<file path="config.mk">
export PLATFORM = sky130hd
export DESIGN_NAME = deser_1to8
export DESIGN_NICKNAME = d
export VERILOG_FILES = /design/src/rtl/deser_pkg.sv /design/src/rtl/bundle_out_reg.sv /design/src/rtl/deser_1to8.sv
export SDC_FILE = /design/constraint.sdc
export NUM_CORES = 2
export LEC_CHECK = 0
export CORE_AREA = 2 2 456 458
export CTS_CLUSTER_DIAMETER = 80
export DETAILED_ROUTE_END_ITERATION = 8
export DIE_AREA = 0 0 458 460
export GPL_TIMING_DRIVEN = 0
export PLACE_DENSITY = 0.69
export REMOVE_ABC_BUFFERS = 1
export SLEW_MARGIN = 20
export SYNTH_ARGS = -nofsm -noshare
export SYNTH_HDL_FRONTEND = slang
export SYNTH_SLANG_ARGS = --single-unit
</file>
<file path="constraint.sdc">
create_clock -name clk -period 97.3 [get_ports clk]
set_clock_uncertainty 0.05 [all_clocks]
set_input_delay 14.595 -clock clk [delete_from_list [all_inputs] [get_ports clk]]
set_output_delay 14.595 -clock clk [all_outputs]
set_load 0.01 [all_outputs]
</file>
<file path="src/rtl/deser_pkg.sv">
// deser_pkg: shared lane geometry for the 1:8 deserializer and its output register.
package deser_pkg;
    localparam int LANES      = 8;
    localparam int LANE_IDX_W = 3;
    localparam int CNT_W      = 4;

    function automatic int lane_off(input int i, input int dw);
        return i * dw;
    endfunction
endpackage

</file>
<file path="src/rtl/bundle_out_reg.sv">
// bundle_out_reg: double-buffer output slot; load wins over consume so back-to-back bundles never bubble.
// out_cnt port exists only with DESER_1TO8_FLUSH_EN.
module bundle_out_reg
    import deser_pkg::*;
#(
    parameter int DW_DATA = 128
) (
    input  logic                               clk,
    input  logic                               rst,
    input  logic                               load,
    input  logic [LANES*DW_DATA-1:0]           load_data,
`ifdef DESER_1TO8_FLUSH_EN
    input  logic [CNT_W-1:0]                   load_cnt,
    output logic [CNT_W-1:0]                   out_cnt,
`endif
    input  logic                               out_ready,
    output logic                               out_valid,
    output logic signed [LANES*DW_DATA-1:0]    out_data
);
    always_ff @(posedge clk or posedge rst) begin
        if (rst) begin
            out_valid <= 1'b0;
            out_data  <= '0;
`ifdef DESER_1TO8_FLUSH_EN
            out_cnt   <= '0;
`endif
        end else if (load) begin
            out_valid <= 1'b1;
            out_data  <= load_data;
`ifdef DESER_1TO8_FLUSH_EN
            out_cnt   <= load_cnt;
`endif
        end else if (out_ready) begin
            out_valid <= 1'b0;
        end
    end
endmodule

</file>
<file path="src/rtl/deser_1to8.sv">
// deser_1to8: packs eight accepted words into one bundle, lane i = i-th word.
// DESER_1TO8_FLUSH_EN adds flush/out_cnt for emitting partial bundles.
module deser_1to8
    import deser_pkg::*;
#(
    parameter int DW_DATA = 128
) (
    input  logic                               clk,
    input  logic                               rst,
    input  logic                               in_valid,
    output logic                               in_ready,
    input  logic signed [DW_DATA-1:0]          in_data,
`ifdef DESER_1TO8_FLUSH_EN
    input  logic                               flush,
    output logic [CNT_W-1:0]                   out_cnt,
`endif
    output logic                               out_valid,
    input  logic                               out_ready,
    output logic signed [LANES*DW_DATA-1:0]    out_data
);
    logic [LANE_IDX_W-1:0]    cnt;
    logic [LANES*DW_DATA-1:0] fill, fill_nxt;
    logic                     slot_free, acc, last, load;

    assign slot_free = !out_valid || out_ready;
    assign last      = cnt == LANE_IDX_W'(LANES - 1);
    // only the closing word needs a free slot; earlier words fill behind a held bundle
    assign in_ready  = !last || slot_free;
    assign acc       = in_valid && in_ready;

    always_comb begin
        fill_nxt = fill;
        if (acc) fill_nxt[lane_off(int'(cnt), DW_DATA) +: DW_DATA] = in_data;
    end

`ifdef DESER_1TO8_FLUSH_EN
    logic [CNT_W-1:0] load_cnt;
    assign load     = (acc && last) || (flush && slot_free && (cnt != '0 || acc));
    assign load_cnt = {1'b0, cnt} + CNT_W'(acc);
`else
    assign load     = acc && last;
`endif

    always_ff @(posedge clk or posedge rst) begin
        if (rst) begin
            cnt  <= '0;
            fill <= '0;
        end else if (load) begin
            cnt  <= '0;
            fill <= '0;
        end else if (acc) begin
            cnt  <= cnt + 1'b1;
            fill <= fill_nxt;
        end
    end

    bundle_out_reg #(.DW_DATA(DW_DATA)) u_out (
        .clk       (clk),
        .rst       (rst),
        .load      (load),
        .load_data (fill_nxt),
`ifdef DESER_1TO8_FLUSH_EN
        .load_cnt  (load_cnt),
        .out_cnt   (out_cnt),
`endif
        .out_ready (out_ready),
        .out_valid (out_valid),
        .out_data  (out_data)
    );
endmodule

</file>
==> out/qor.txt <==
CRITICAL PATH
---------------------------------------------------------------------------------
Worst setup path class                                               primary input to output port
Arrival @ worst endpoint                                                 17200 ps
Type of origin of the critical path                                  primary input
Required @ worst endpoint                                                82650 ps
Highest fanout seen on the critical path                                       11
CP Capture Type                                                       output port

GLOBAL ROUTING
---------------------------------------------------------------------------------
Largest net degree at the start of global routing                             113
Number of global-route vias before repair                                   67180
Tot GR Track Use                                                           29.62%
Global-route congestion overflow total                                          0
Antenna violations before repair                                                7
Global-route wire length before repair                                   468.4 mm

PLACE
---------------------------------------------------------------------------------
Placer's final routability congestion estimate                             0.8101
HPWL Detailed                                                            220.9 mm
Number of input and output port buffers inserted                             1157

FLOORPLANNING
---------------------------------------------------------------------------------
Vert. Die Dim                                                              460 µm
Placeable core region                                                  206000 µm²
Horizontal extent of the die                                               458 µm
# rows                                                                        167
Initial core utilization                                                   40.21%
Number of placed I/O pins                                                    1158
Die Outline Area                                                       210700 µm²

FINAL LAYOUT
---------------------------------------------------------------------------------
Multi-input gate area                                                   28070 µm²
Final-stage net count                                                        8500
Share of post-route cells with drive strength above 1                      10.71%
Fill cells                                                                  17500
Storage cell area                                                       51350 µm²
Synth-to-layout area growth                                                31.09%

CLOCK NETWORK
---------------------------------------------------------------------------------
Maximum root-to-sink buffer count                                               3
Hold bufs inserted after CTS                                                    0
Post-cts gate resize count                                                      0
Cell at the root of the clock tree                                   sky130_fd_sc_hd__clkbuf_16
Source-to-sink clock delay at the later pin of the worst-skew pair         880 ps
Clk slew on worst S/H paths                                                 60 ps
Count of buffers added by post-CTS timing repair for setup                      0
CTS HTree Levels                                                                4
Total number of clock tree sinks                                             2052
Number of buffers added by the clock tree synthesis step                      217
Clock tree from TritonCTS                                                    done

POWER AND IR DROP
---------------------------------------------------------------------------------
Overall power of the completed layout                                     3477 µW
Power per unit of standard cell area                                 32.02 nW/µm²
Peak VDD IR                                                            0.02150 mV
Static Leak                                                            0.04817 µW

RUN STATUS
---------------------------------------------------------------------------------
Violations in the final reports                                      design-rule violations
Result of the run                                                    finished with violations

SYNTHESIS
---------------------------------------------------------------------------------
Top flip-flop cell by instance count after synthesis                 sky130_fd_sc_hd__dfrtp_1
Number of synthesized flops with an enable pin                                  0
Sequential fraction of the synthesis area                                  61.98%
Yosys synthesis warning count                                                   0
Post-Synthesis Cells                                                         7453
Asr flop ratio synth                                                       100.0%
Average cell area after synthesis                                       11.12 µm²
Flip-flop and latch count after synthesis                                    2052
Area of the mapped netlist                                              82840 µm²
Number of distinct library cells after synthesis                               53

DETAILED ROUTING
---------------------------------------------------------------------------------
Post-route DRC violation count                                                  1
Count of antenna-violating nets left after detailed routing                     0
Final routed wirelength across all metal layers                          320.6 mm
Starting DRC count in detailed routing                                       7772
Number of iterations in the first detailed-routing pass                         8
Total via count after detailed routing                                      68820
Wirelength per Cell                                                      28.50 µm
Detailed-route vias per instance                                            6.117

TIMING
---------------------------------------------------------------------------------
Measured slew at the worst slew-check pin                                 1146 ps
Setup Total Neg Slack                                                        0 ps
Setup Viol. Count Final                                                         0
Pins over their slew limit                                                      0
Final hold violation count                                                      0
Unrepaired setup endpoints after global routing                                no
Final period utilization                                                   32.73%
Highest achievable clock rate                                           31.40 MHz
Headroom to the max-slew limit                                             23.34%
Shortest clock period the worst path allows after layout                 31850 ps

JOB
---------------------------------------------------------------------------------
Max Cap Violations                                                              0

HOLD PATH
---------------------------------------------------------------------------------
Worst hold path class                                                flip-flop to flip-flop

==> Yosys cell counts (128+ instances only) <==
cell                        instances  area [µm²]
sky130_fd_sc_hd__dfrtp_1         2052       51350
sky130_fd_sc_hd__nand2_1          812        3048
sky130_fd_sc_hd__o2bb2ai_1        136        1191
sky130_fd_sc_hd__a32oi_1          214        1874
sky130_fd_sc_hd__clkbuf_1         546        2049
sky130_fd_sc_hd__a221o_1          128        1281
sky130_fd_sc_hd__nor2_1           861        3232
sky130_fd_sc_hd__a22o_1           359        3144
sky130_fd_sc_hd__o21ai_0          133       665.6
sky130_fd_sc_hd__a22oi_1          141        1059
sky130_fd_sc_hd__a21oi_1          419        2097
sky130_fd_sc_hd__nand3_1          361        1807
sky130_fd_sc_hd__a32o_1           172        1722
sky130_fd_sc_hd__and3_1           132       825.8
sky130_fd_sc_hd__buf_2            243        1216
sky130_fd_sc_hd__a221oi_1         169        1480
==> cells in the final DEF, fill, tap and decap left out, drive strengths merged, types with 2 or more instances in the layout <==
cell              n
a22o            359
a221oi          169
diode             3
a221o           128
or3               2
nor4              6
clkinvlp          6
and4              3
nor2            892
dfrtp          2052
nand4            13
and2              6
and3            132
a22oi           201
ha                7
a21oi           449
nand3           361
clkbuf          310
nand2b            3
o211ai           90
a32o            172
mux2i           124
clkdlybuf4s50  1155
inv              17
a31oi            93
o311a             2
o21ai           138
bufinv           23
o2bb2ai         136
nor3              6
nor2b             5
mux2              2
nand3b            2
nand2           812
a21boi            6
clkinv           53
buf             387
a32oi           214
==> logic make-up (layout without fill, tap and decap cells) <==
family	count (synthesis)	after routing	share of synthesized area, %
AOI/OAI and AO/OA	2159	2159	20.40
adders and majority gates	7	7	0.1057
buffers and inverters	861	1951	4.486
DFF	2052	2052	61.98
muxes	126	126	1.525
other	0	3	0
and+or+nand+nor	2248	2248	11.50
==> worst max-delay path: stages <==
cell	delay [ps]
sky130_fd_sc_hd__clkdlybuf4s50_1	460
sky130_fd_sc_hd__and3b_1	780
sky130_fd_sc_hd__inv_1	520
sky130_fd_sc_hd__clkdlybuf4s50_1	840
==> layout make-up <==
cell class | count | share of cell area, %
Sequential cell | 2052 | 47.28
Multi-Input combinational cell | 4540 | 25.85
Timing Repair Buffer | 1542 | 16.68
Clock buffer | 310 | 5.812
Tap cell | 2704 | 3.115
Clock inverter | 91 | 1.217
Inverter | 8 | 0.03456
Antenna cell | 3 | 0.006913
==> registers in the layout (all words and copies together), names as in the netlist <==
register and cells:
fill 1024, u_out.out_data 1024, u_out.out_valid 1, cnt 3
==> stage by stage <==
step / instance area, µm² / utilization, % / instances / worst slack (ps) / hold WS, ps
detailed placement: 101000 / 49.01 / 10850 / 65510 / 404.6
floorplan: 79160 / - / 6600 / 9809 / 405.8
global placement: 94120 / 45.69 / 10460 / -141680 / 403.2
finish: 108600 / 52.71 / 11250 / 65450 / 412.8
CTS: 108600 / 52.71 / 11250 / 65490 / 417.5
global route: 108600 / 52.71 / 11250 / 65450 / 432.2
==> layer usage <==
layer | global-route usage [%] | routed length (µm) | share of wire (%) | up-vias
li1 | - | - | - | 28920
met1 | 37.52 | 121600 | 38 | 35340
met5 | 0 | 9 | 0.0028 | -
met3 | 9.464 | 34630 | 11 | 802
met4 | 16.30 | 19580 | 6.1 | 2
met2 | 45.00 | 144800 | 45 | 3756
==> path summary, 6_finish.rpt <==
check                                                       end  cells after the start  slack, ps                            start
worst max register to register  u_out.out_data[257]$_DFFE_PP0P_                     17      91510               cnt[0]$_DFFE_PP0P_
worst min register to register  u_out.out_data[752]$_DFFE_PP0P_                      2        410  u_out.out_data[752]$_DFFE_PP0P_
worst min-delay path            u_out.out_data[752]$_DFFE_PP0P_                      2        410  u_out.out_data[752]$_DFFE_PP0P_
min in group asynchronous                 fill[314]$_DFFE_PP0P_                      2      14120                              rst
worst max-delay path                                   in_ready                      4      65450                        out_ready
max in group asynchronous                  fill[53]$_DFFE_PP0P_                      7      80070                              rst
==> power by group <==
group	total (µW)	leakage, µW	internal [µW]	switching [µW]
logic	1270	0.0170	583	691
registers	1320	0.0274	1150	168
clock network	882	0.00375	515	368
Note: power is estimated with default switching activity, not from simulation.
